===== config.mk =====
export PLATFORM = sky130hd
export DESIGN_NAME = daq_arbiter
export DESIGN_NICKNAME = d
export VERILOG_FILES = /design/src/rtl/daq_arbiter_pkg.sv /design/src/rtl/daq_fifo.sv /design/src/rtl/daq_arbiter.sv
export SDC_FILE = /design/constraint.sdc
export NUM_CORES = 1
export LEC_CHECK = 0
export BUFFER_PORTS_ARGS = -buffer_cell sky130_fd_sc_hd__buf_2
export CAP_MARGIN = 0
export CORE_ASPECT_RATIO = 0.75
export CORE_MARGIN = 1.5
export CORE_UTILIZATION = 25
export DETAILED_ROUTE_END_ITERATION = 7
export PLACE_DENSITY = 0.38
export SETUP_SLACK_MARGIN = 0.3
export SYNTH_ARGS = -nofsm -noshare
export SYNTH_HDL_FRONTEND = slang
export SYNTH_SLANG_ARGS = --single-unit

===== constraint.sdc =====
create_clock -name clk -period 5.06 [get_ports clk]
set_clock_uncertainty 0.05 [all_clocks]
set_input_delay 1.012 -clock clk [delete_from_list [all_inputs] [get_ports clk]]
set_output_delay 1.012 -clock clk [all_outputs]
set_load 0.01 [all_outputs]

===== src/rtl/daq_arbiter_pkg.sv =====
// Shared types for the DAQ arbiter: FIFO entry layout, FSM states, error causes.
// Latency: n/a (types and constants only).
// Backpressure: n/a.
package daq_arbiter_pkg;

    localparam int DATA_W = 32;

    // One FIFO slot: end-of-burst flag above the data word.
    typedef struct packed {
        logic              last;
        logic [DATA_W-1:0] data;
    } entry_t;

    localparam int ENTRY_W = $bits(entry_t);

    typedef enum logic {
        ST_IDLE  = 1'b0,
        ST_BURST = 1'b1
    } state_t;

    // Why err pulsed; kept for debug visibility only.
    typedef enum logic [1:0] {
        ERR_NONE     = 2'd0,
        ERR_TIMEOUT  = 2'd1,
        ERR_OVERLONG = 2'd2,
        ERR_STRAY    = 2'd3
    } err_cause_t;

endpackage


===== src/rtl/daq_fifo.sv =====
// Synchronous FIFO with simultaneous push/pop and an occupancy count.
// Latency: a pushed word is visible on pop_dat the cycle after the push when empty.
// Backpressure: push is ignored when full unless a pop frees a slot the same cycle.
// Ports: clk/rst (sync, active-high); push/push_dat write side; pop/pop_dat read side;
//        full, empty and level (0..DEPTH) status.
module daq_fifo #(
    parameter int WIDTH = 33,
    parameter int DEPTH = 16
) (
    input  logic                     clk,
    input  logic                     rst,
    input  logic                     push,
    input  logic [WIDTH-1:0]         push_dat,
    input  logic                     pop,
    output logic [WIDTH-1:0]         pop_dat,
    output logic                     full,
    output logic                     empty,
    output logic [$clog2(DEPTH):0]   level
);

    localparam int AW = $clog2(DEPTH);
    localparam int LW = AW + 1;

    logic [WIDTH-1:0] mem_q [DEPTH];
    logic [AW-1:0]    wr_q, wr_d, rd_q, rd_d;
    logic [LW-1:0]    level_q, level_d;
    logic             do_push, do_pop;

    assign empty   = (level_q == '0);
    assign full    = (level_q == LW'(DEPTH));
    assign level   = level_q;
    assign pop_dat = mem_q[rd_q];

    assign do_pop  = pop && !empty;
    assign do_push = push && (!full || do_pop);

    // Pointers wrap naturally because DEPTH is a power of two.
    always_comb begin
        wr_d    = wr_q;
        rd_d    = rd_q;
        level_d = level_q;
        if (do_push) wr_d = wr_q + 1'b1;
        if (do_pop)  rd_d = rd_q + 1'b1;
        case ({do_push, do_pop})
            2'b10:   level_d = level_q + 1'b1;
            2'b01:   level_d = level_q - 1'b1;
            default: level_d = level_q;
        endcase
    end

    always_ff @(posedge clk) begin
        if (rst) begin
            wr_q    <= '0;
            rd_q    <= '0;
            level_q <= '0;
        end else begin
            wr_q    <= wr_d;
            rd_q    <= rd_d;
            level_q <= level_d;
        end
    end

    // Storage needs no reset: contents are only observed through level/empty.
    always_ff @(posedge clk) begin
        if (do_push) mem_q[wr_q] <= push_dat;
    end

endmodule


===== src/rtl/daq_arbiter.sv =====
// Round-robin arbiter sharing one DAQ stream among NREQ burst front-ends, bursts buffered in a FIFO.
// Latency: grant 1 cycle after req sampled; word on out_data 1 cycle after its push into an empty FIFO.
// Backpressure: out_ready stalls the FIFO head; grants are withheld until MAX_BURST+1 entries are free.
// Ports: clk, rst (sync, active-high); req/grant handshake; in_data/in_valid/in_end per-requester
//        bursts; out_data/out_end/out_valid/out_ready stream; busy (burst owner active); err pulse.
// Optional: define DAQ_ARBITER_STATS_EN to add grant_cnt, err_cnt and max_level counters.
module daq_arbiter
    import daq_arbiter_pkg::*;
#(
    parameter int          NREQ       = 4,
    parameter int          DEPTH      = 16,
    parameter int          MAX_BURST  = 4,
    parameter int          TIMEOUT    = 64,
    parameter logic [31:0] ABORT_WORD = 32'hFFFF_FFFF
) (
    input  logic                     clk,
    input  logic                     rst,
    input  logic [NREQ-1:0]          req,
    output logic [NREQ-1:0]          grant,
    input  logic [32*NREQ-1:0]       in_data,
    input  logic [NREQ-1:0]          in_valid,
    input  logic [NREQ-1:0]          in_end,
    output logic [31:0]              out_data,
    output logic                     out_end,
    output logic                     out_valid,
    input  logic                     out_ready,
    output logic                     busy,
`ifdef DAQ_ARBITER_STATS_EN
    output logic [16*NREQ-1:0]       grant_cnt,
    output logic [15:0]              err_cnt,
    output logic [$clog2(DEPTH):0]   max_level,
`endif
    output logic                     err
);

    localparam int OW = $clog2(NREQ);
    localparam int LW = $clog2(DEPTH) + 1;
    localparam int CW = $clog2(MAX_BURST + 1);
    localparam int TW = $clog2(TIMEOUT) + 1;

    state_t          state_q, state_d;
    logic [OW-1:0]   owner_q, owner_d;
    logic [OW-1:0]   rr_q, rr_d;
    logic [CW-1:0]   cnt_q, cnt_d;
    logic [TW-1:0]   tmo_q, tmo_d;
    logic [NREQ-1:0] grant_q, grant_d;
    logic            err_q, err_d;
    err_cause_t      cause;

    logic            push;
    entry_t          push_dat;
    entry_t          head;
    logic            fifo_full, fifo_empty;
    logic [LW-1:0]   level, free;

    logic            found;
    logic [OW-1:0]   winner;
    logic [OW:0]     idx;

    logic            in_burst;
    logic [NREQ-1:0] accept_mask;
    logic            stray;
    logic            own_vld, own_end;
    logic [31:0]     own_dat;

    daq_fifo #(
        .WIDTH (ENTRY_W),
        .DEPTH (DEPTH)
    ) u_fifo (
        .clk      (clk),
        .rst      (rst),
        .push     (push),
        .push_dat (push_dat),
        .pop      (out_valid && out_ready),
        .pop_dat  (head),
        .full     (fifo_full),
        .empty    (fifo_empty),
        .level    (level)
    );

    assign out_valid = !fifo_empty;
    assign out_data  = head.data;
    assign out_end   = head.last;
    assign grant     = grant_q;
    assign err       = err_q;
    assign busy      = (state_q == ST_BURST);
    assign free      = LW'(DEPTH) - level;

    // The owner's data is only accepted after its grant pulse has gone; a
    // word sent during the grant cycle itself counts as a stray.
    assign in_burst    = (state_q == ST_BURST) && (grant_q == '0);
    assign accept_mask = in_burst ? (NREQ'(1) << owner_q) : '0;
    assign stray       = |(in_valid & ~accept_mask);
    assign own_vld     = in_valid[owner_q];
    assign own_end     = in_end[owner_q];
    assign own_dat     = in_data[{owner_q, 5'b0} +: 32];

    // First requester at or after rr_q, wrapping around.
    always_comb begin
        found  = 1'b0;
        winner = rr_q;
        idx    = '0;
        for (int k = 0; k < NREQ; k++) begin
            idx = {1'b0, rr_q} + (OW+1)'(k);
            if (idx >= (OW+1)'(NREQ)) idx = idx - (OW+1)'(NREQ);
            if (!found && req[idx[OW-1:0]]) begin
                found  = 1'b1;
                winner = idx[OW-1:0];
            end
        end
    end

    always_comb begin
        state_d  = state_q;
        owner_d  = owner_q;
        rr_d     = rr_q;
        cnt_d    = cnt_q;
        tmo_d    = tmo_q;
        grant_d  = '0;
        cause    = ERR_NONE;
        push     = 1'b0;
        push_dat = '{last: 1'b1, data: ABORT_WORD};

        if (stray) cause = ERR_STRAY;

        case (state_q)
            ST_IDLE: begin
                // MAX_BURST+1 free slots cover a full burst plus its abort filler.
                if (found && !fifo_full && free >= LW'(MAX_BURST + 1)) begin
                    grant_d = NREQ'(1) << winner;
                    owner_d = winner;
                    rr_d    = (winner == OW'(NREQ - 1)) ? '0 : winner + 1'b1;
                    cnt_d   = '0;
                    tmo_d   = '0;
                    state_d = ST_BURST;
                end
            end
            ST_BURST: begin
                if (tmo_q != '1) tmo_d = tmo_q + 1'b1;
                if (in_burst && own_vld) begin
                    if (cnt_q < CW'(MAX_BURST)) begin
                        push     = 1'b1;
                        push_dat = '{last: own_end, data: own_dat};
                        cnt_d    = cnt_q + 1'b1;
                        if (own_end) state_d = ST_IDLE;
                    end else begin
                        // Overlong: the word is dropped and the filler closes the burst.
                        cause   = ERR_OVERLONG;
                        push    = 1'b1;
                        state_d = ST_IDLE;
                    end
                end else if (tmo_q >= TW'(TIMEOUT - 1)) begin
                    // A word landing on the deadline is still taken; the abort then follows next cycle.
                    cause   = ERR_TIMEOUT;
                    push    = 1'b1;
                    state_d = ST_IDLE;
                end
            end
        endcase

        err_d = (cause != ERR_NONE);
    end

    always_ff @(posedge clk) begin
        if (rst) begin
            state_q <= ST_IDLE;
            owner_q <= '0;
            rr_q    <= '0;
            cnt_q   <= '0;
            tmo_q   <= '0;
            grant_q <= '0;
            err_q   <= 1'b0;
        end else begin
            state_q <= state_d;
            owner_q <= owner_d;
            rr_q    <= rr_d;
            cnt_q   <= cnt_d;
            tmo_q   <= tmo_d;
            grant_q <= grant_d;
            err_q   <= err_d;
        end
    end

`ifdef DAQ_ARBITER_STATS_EN
    logic [15:0]   grant_cnt_q [NREQ];
    logic [15:0]   grant_cnt_d [NREQ];
    logic [15:0]   err_cnt_q, err_cnt_d;
    logic [LW-1:0] max_level_q, max_level_d;

    always_comb begin
        for (int i = 0; i < NREQ; i++) begin
            grant_cnt_d[i] = grant_cnt_q[i];
            if (grant_d[i] && grant_cnt_q[i] != 16'hFFFF) grant_cnt_d[i] = grant_cnt_q[i] + 16'd1;
        end
        err_cnt_d = err_cnt_q;
        if (err_d && err_cnt_q != 16'hFFFF) err_cnt_d = err_cnt_q + 16'd1;
        max_level_d = (level > max_level_q) ? level : max_level_q;
    end

    always_ff @(posedge clk) begin
        if (rst) begin
            for (int i = 0; i < NREQ; i++) grant_cnt_q[i] <= '0;
            err_cnt_q   <= '0;
            max_level_q <= '0;
        end else begin
            for (int i = 0; i < NREQ; i++) grant_cnt_q[i] <= grant_cnt_d[i];
            err_cnt_q   <= err_cnt_d;
            max_level_q <= max_level_d;
        end
    end

    for (genvar g = 0; g < NREQ; g++) begin : g_grant_cnt
        assign grant_cnt[16*g +: 16] = grant_cnt_q[g];
    end
    assign err_cnt   = err_cnt_q;
    assign max_level = max_level_q;
`endif

endmodule


==> results.md <==
- The total power per unit cell area is 454.8 nW/um^2.
- The die boundary width is around 350 um.
- The critical path class is flip-flop to output port.
- The fraction of the mapped netlist area in simple logic gates is about 3.2%.
- Summed over all layers, the global routing overflow is 0.
- Routability-driven placement finished with a final weighted congestion of 0.6697.
- The detailed router placed 11180 vias in this run.
- The via count of the first global-routing pass is 12200.
- The instance area after placement is 25430 um^2.
- The die covers between 90000 and 100000 um^2.
- Net switching is around 26% of the power.
- The number of vias per cell after detailed routing is roughly 4.4.
- The first routing iteration left about 660 violations.
- At the worst endpoint, the required time is about 4.0 ns.
- The hold buffer count at cts is 0.
- In this run, post-CTS repair resized a total of 0 instances.
- The internal power of the cells totals about 9300 uW.
- After synthesis, the largest family of logic cells by area is multiplexers.
- The number of antenna violations at the first check in global routing was 2.
- Cells with a size suffix above 1 make up between 40% and 50% of the layout.
- Setup violations remaining at the end of the flow were counted as 0.
- The flip-flop and latch count after synthesis is roughly 570.
- Clock latency on the worst-skew pair, taken at its later pin, is 0.62 ns.
- The final number of max-transition violations is 0.
- The area used by multi-input combinational logic is between 5000 and 6000 um^2.
- Across the VDD grid, the largest voltage drop is around 0.32 mV.
- The longest clock path from root to sink contains 3 buffers.
- In the final layout, flip-flops and latches occupy roughly 17000 um^2.
- Subtracting the final worst setup slack from the clock period gives ~4.2 ns.
- The synthesized netlist devotes less than 1% of its cell area to adder and majority cells.
- The synthesized netlist devotes 1.498% of its cell area to compound gates.
- The Yosys warning count is 0.
- The overall die height is 264.5 um.
- The area share of xor/xnor cells in the synthesized design is less than 1%.
- The dominant synthesized flop cell is edfxtp_1.
- The worst setup path is launched from a flip-flop.
- For this design the static power due to leakage is 0.008382 uW.
- The share of total power dissipated in the clock network is 37.0%.
- The combinational fraction of design power is 18.3%.
- The max-cap violation count is 0.
- The clock root buffer is clkbuf_16.
- Dividing the detail-routed wire length by the instance count gives between 20 and 25 um.
- Dividing the final minimum period by the clock period gives 83.17%.
- The total iterations of the first detailed-routing run is 4.
- Clock tree synthesis inserted a total of 59 buffers.
- The switching power is 3190 uW.
- Grouping stages by cell kind, the critical path spends the most delay in multiplexers.
- The remaining routing DRC violations is 0.
- The number of buffers added on ports is 182.
- The most common cell after layout, fill and taps aside is edfxtp_1.
- The pin count of the biggest net entering global routing is 42.
- The CTS sink count is 565.
- The repair_antennas step left the layout with diodes totalling 0.
- Global routing consumed, over all layers together, about an eighth of the routing resources.
- The total count of hold-check failures in the final report is 0.
- The flow ran to the end, and the final reports show no timing, DRC or antenna violations.
- Traced cell by cell, the critical path runs through buf_4 -> mux4_2 -> mux4_2 -> buf_2.
- For this run, the top clock speed supported by timing is ~240 MHz.
- Yosys attributes the largest share of cell area to edfxtp_1 (70%), mux4_2 (20%), dfxtp_1 (3.2%), or2_2 (0.93%), ha_1 (0.82%).
- Leaving out fill and tap cells, the most frequent cells in the layout are edfxtp_1 (528), mux4_2 (199), buf_2 (182).
- Setup repair after global routing left no endpoint under its margin.
- The detail route stage leaves a number of antenna-violating nets equal to 0.
- Including well taps, the total number of placed cells is about 2400.
- The worst slew margin relative to its limit is roughly 38%.
- In this run, distinct cell masters in the synthesized netlist total 46.
- The number of nets handed over by synthesis was roughly 1200.
- The clock transition at the registers of the reported paths is about 0.060 ns.
- Sequential cells account for roughly 45% of the total power.
- The total number of placement rows is 95.
- After technology mapping, the gate count stands at ~1100.
- The region available for standard cell placement spans between 80000 and 90000 um^2.
- The effective utilization at floorplan is 25.34%.
- The number of top-level design ports is 183.
- The final-stage net count is about 1400.
- The portion of netlist area occupied by mux cells is between 10% and 20%.
- The biggest area contributor in the post-synthesis netlist is edfxtp_1.
- The share of the Yosys chip area taken by registers is between 70% and 80%.
- The kind of path behind the tightest hold check is flip-flop to flip-flop.
- The share of synthesized flip-flops with an asynchronous set or reset is 0%.
- The total buffers and inverters traversed by the critical path is 2.
- The highest cell delay on the worst timing path is about 0.77 ns.
- The wire length of the first global-routing pass is roughly 85 mm.
- The number of flops mapped to enable cells by yosys is around 530.
- For this block, the routed nets add up to a little under 60 mm of wire.
- Once the clock tree was built, the setup fixing pass inserted 0 buffers.
- The worst-path maximum fanout is 25.
- The number of non-filler instances in the completed layout is 2541.
- The cell repeated most along the worst path is mux4_2.
- In this run the cell area of the synthesized design comes to approximately 23000 um^2.
- In this run the number of H-tree levels came out at 2.
- The clock tree from TritonCTS is yes.
- The finished cells cover ~27000 um^2.
- The half-perimeter wire length after placement is about 35 mm.
- The share of synthesized area in the top cell type comes to 69.54%.
- The cell with the biggest individual delay on the critical path is dfxtp_4.
- Averaged over all synthesized cells, the footprint is around 22 um^2.
- Data on the critical path arrives at its endpoint at between 3 and 4 ns.
- The count of filler cells inserted in the layout is approximately 8700.
- Relative to the synthesized area, the layout overhead comes to 20.52%.
- The actual transition at the worst max-transition pin is 0.9332 ns.
- The worst setup path is captured at an output port.
## stage by stage
stage | utilization [%] | setup WS (ns) | hold WS (ns) | TNS [ns] | power (uW)
floorplan | - | -0.4510 | 0.4016 | -59.52 | 7218
global placement | 28.26 | 0.9057 | 0.4163 | 0 | 8062
detailed placement | 28.26 | 0.9105 | 0.4280 | 0 | 8085
CTS | 30.54 | 0.6673 | 0.4378 | 0 | 12770
global route | 30.54 | 0.6227 | 0.4585 | 0 | 13100
finish | 30.54 | 0.8515 | 0.4323 | 0 | 12500
## sequential cells by signal, summed over array words and instances, names as in the netlist, named ones only
| register | count |
|---|---|
| busy | 1 |
| cnt_q | 3 |
| err | 1 |
| grant | 4 |
| owner_q | 2 |
| rr_q | 2 |
| tmo_q | 7 |
| u_fifo.level | 5 |
| u_fifo.mem_q | 528 |
| u_fifo.rd_q | 4 |
| u_fifo.wr_q | 4 |
## worst min-delay path: cells and delay by family (launching register included)
family	cells	cell delay, ns
compound gates	1	0.06
simple gates	1	0.07
flops	1	0.31
## power groups by stage
stage          Combinational (uW)  Clock, uW  Sequential, uW
2_1_floorplan                1620          0            5590
3_3_place_gp                 2370          0            5690
3_5_place_dp                 2390          0            5690
4_1_cts                      2390       4790            5590
5_1_grt                      2530       4960            5610
6_report                     2280       4630            5580
## cell type report
class | instances | area share, %
Sequential cell | 565 | 60.46
Multi-Input combinational cell | 411 | 21.55
Clock buffer | 71 | 5.691
Tap cell | 1212 | 5.518
Timing Repair Buffer | 227 | 4.772
Clock inverter | 38 | 1.780
Inverter | 17 | 0.2322
## logic make-up (layout without fill, tap and decap cells)
| kind of cell | Yosys count | in the layout |
|---|---|---|
| buffers and inverters | 78 | 353 |
| xor gates and xnor gates | 10 | 10 |
| adders and majority gates | 15 | 15 |
| AOI/OAI and AO/OA | 51 | 51 |
| muxes | 205 | 205 |
| DFF | 565 | 565 |
| and+or+nand+nor | 130 | 130 |
## final timing paths
path	start	end	slack, ns	depth (start not counted)
worst max-delay path	flip-flop	out_data[20]	0.85	4
worst min-delay path	cnt_q[1]	cnt_q[1]	0.43	2
worst max register to register	u_fifo.level[1]	u_fifo.level[4]	1.04	14
worst min register to register	cnt_q[1]	cnt_q[1]	0.43	2
## cell usage after synthesis (11+ instances only)
master	n
a21oi_1	19
and2_1	14
buf_2	11
clkbuf_1	37
dfxtp_1	37
edfxtp_1	528
ha_1	15
inv_1	17
mux4_2	199
nand2_1	16
nor2_1	17
nor3_1	11
or2_2	34
## metal layers
metal  global-route usage (%)  wire, um
met2                    20.70     27790
met1                    17.44     27110
met4                    2.656       872
met5                        0         0
met3                    2.070      1950
Note: power is estimated with default switching activity, not from simulation.
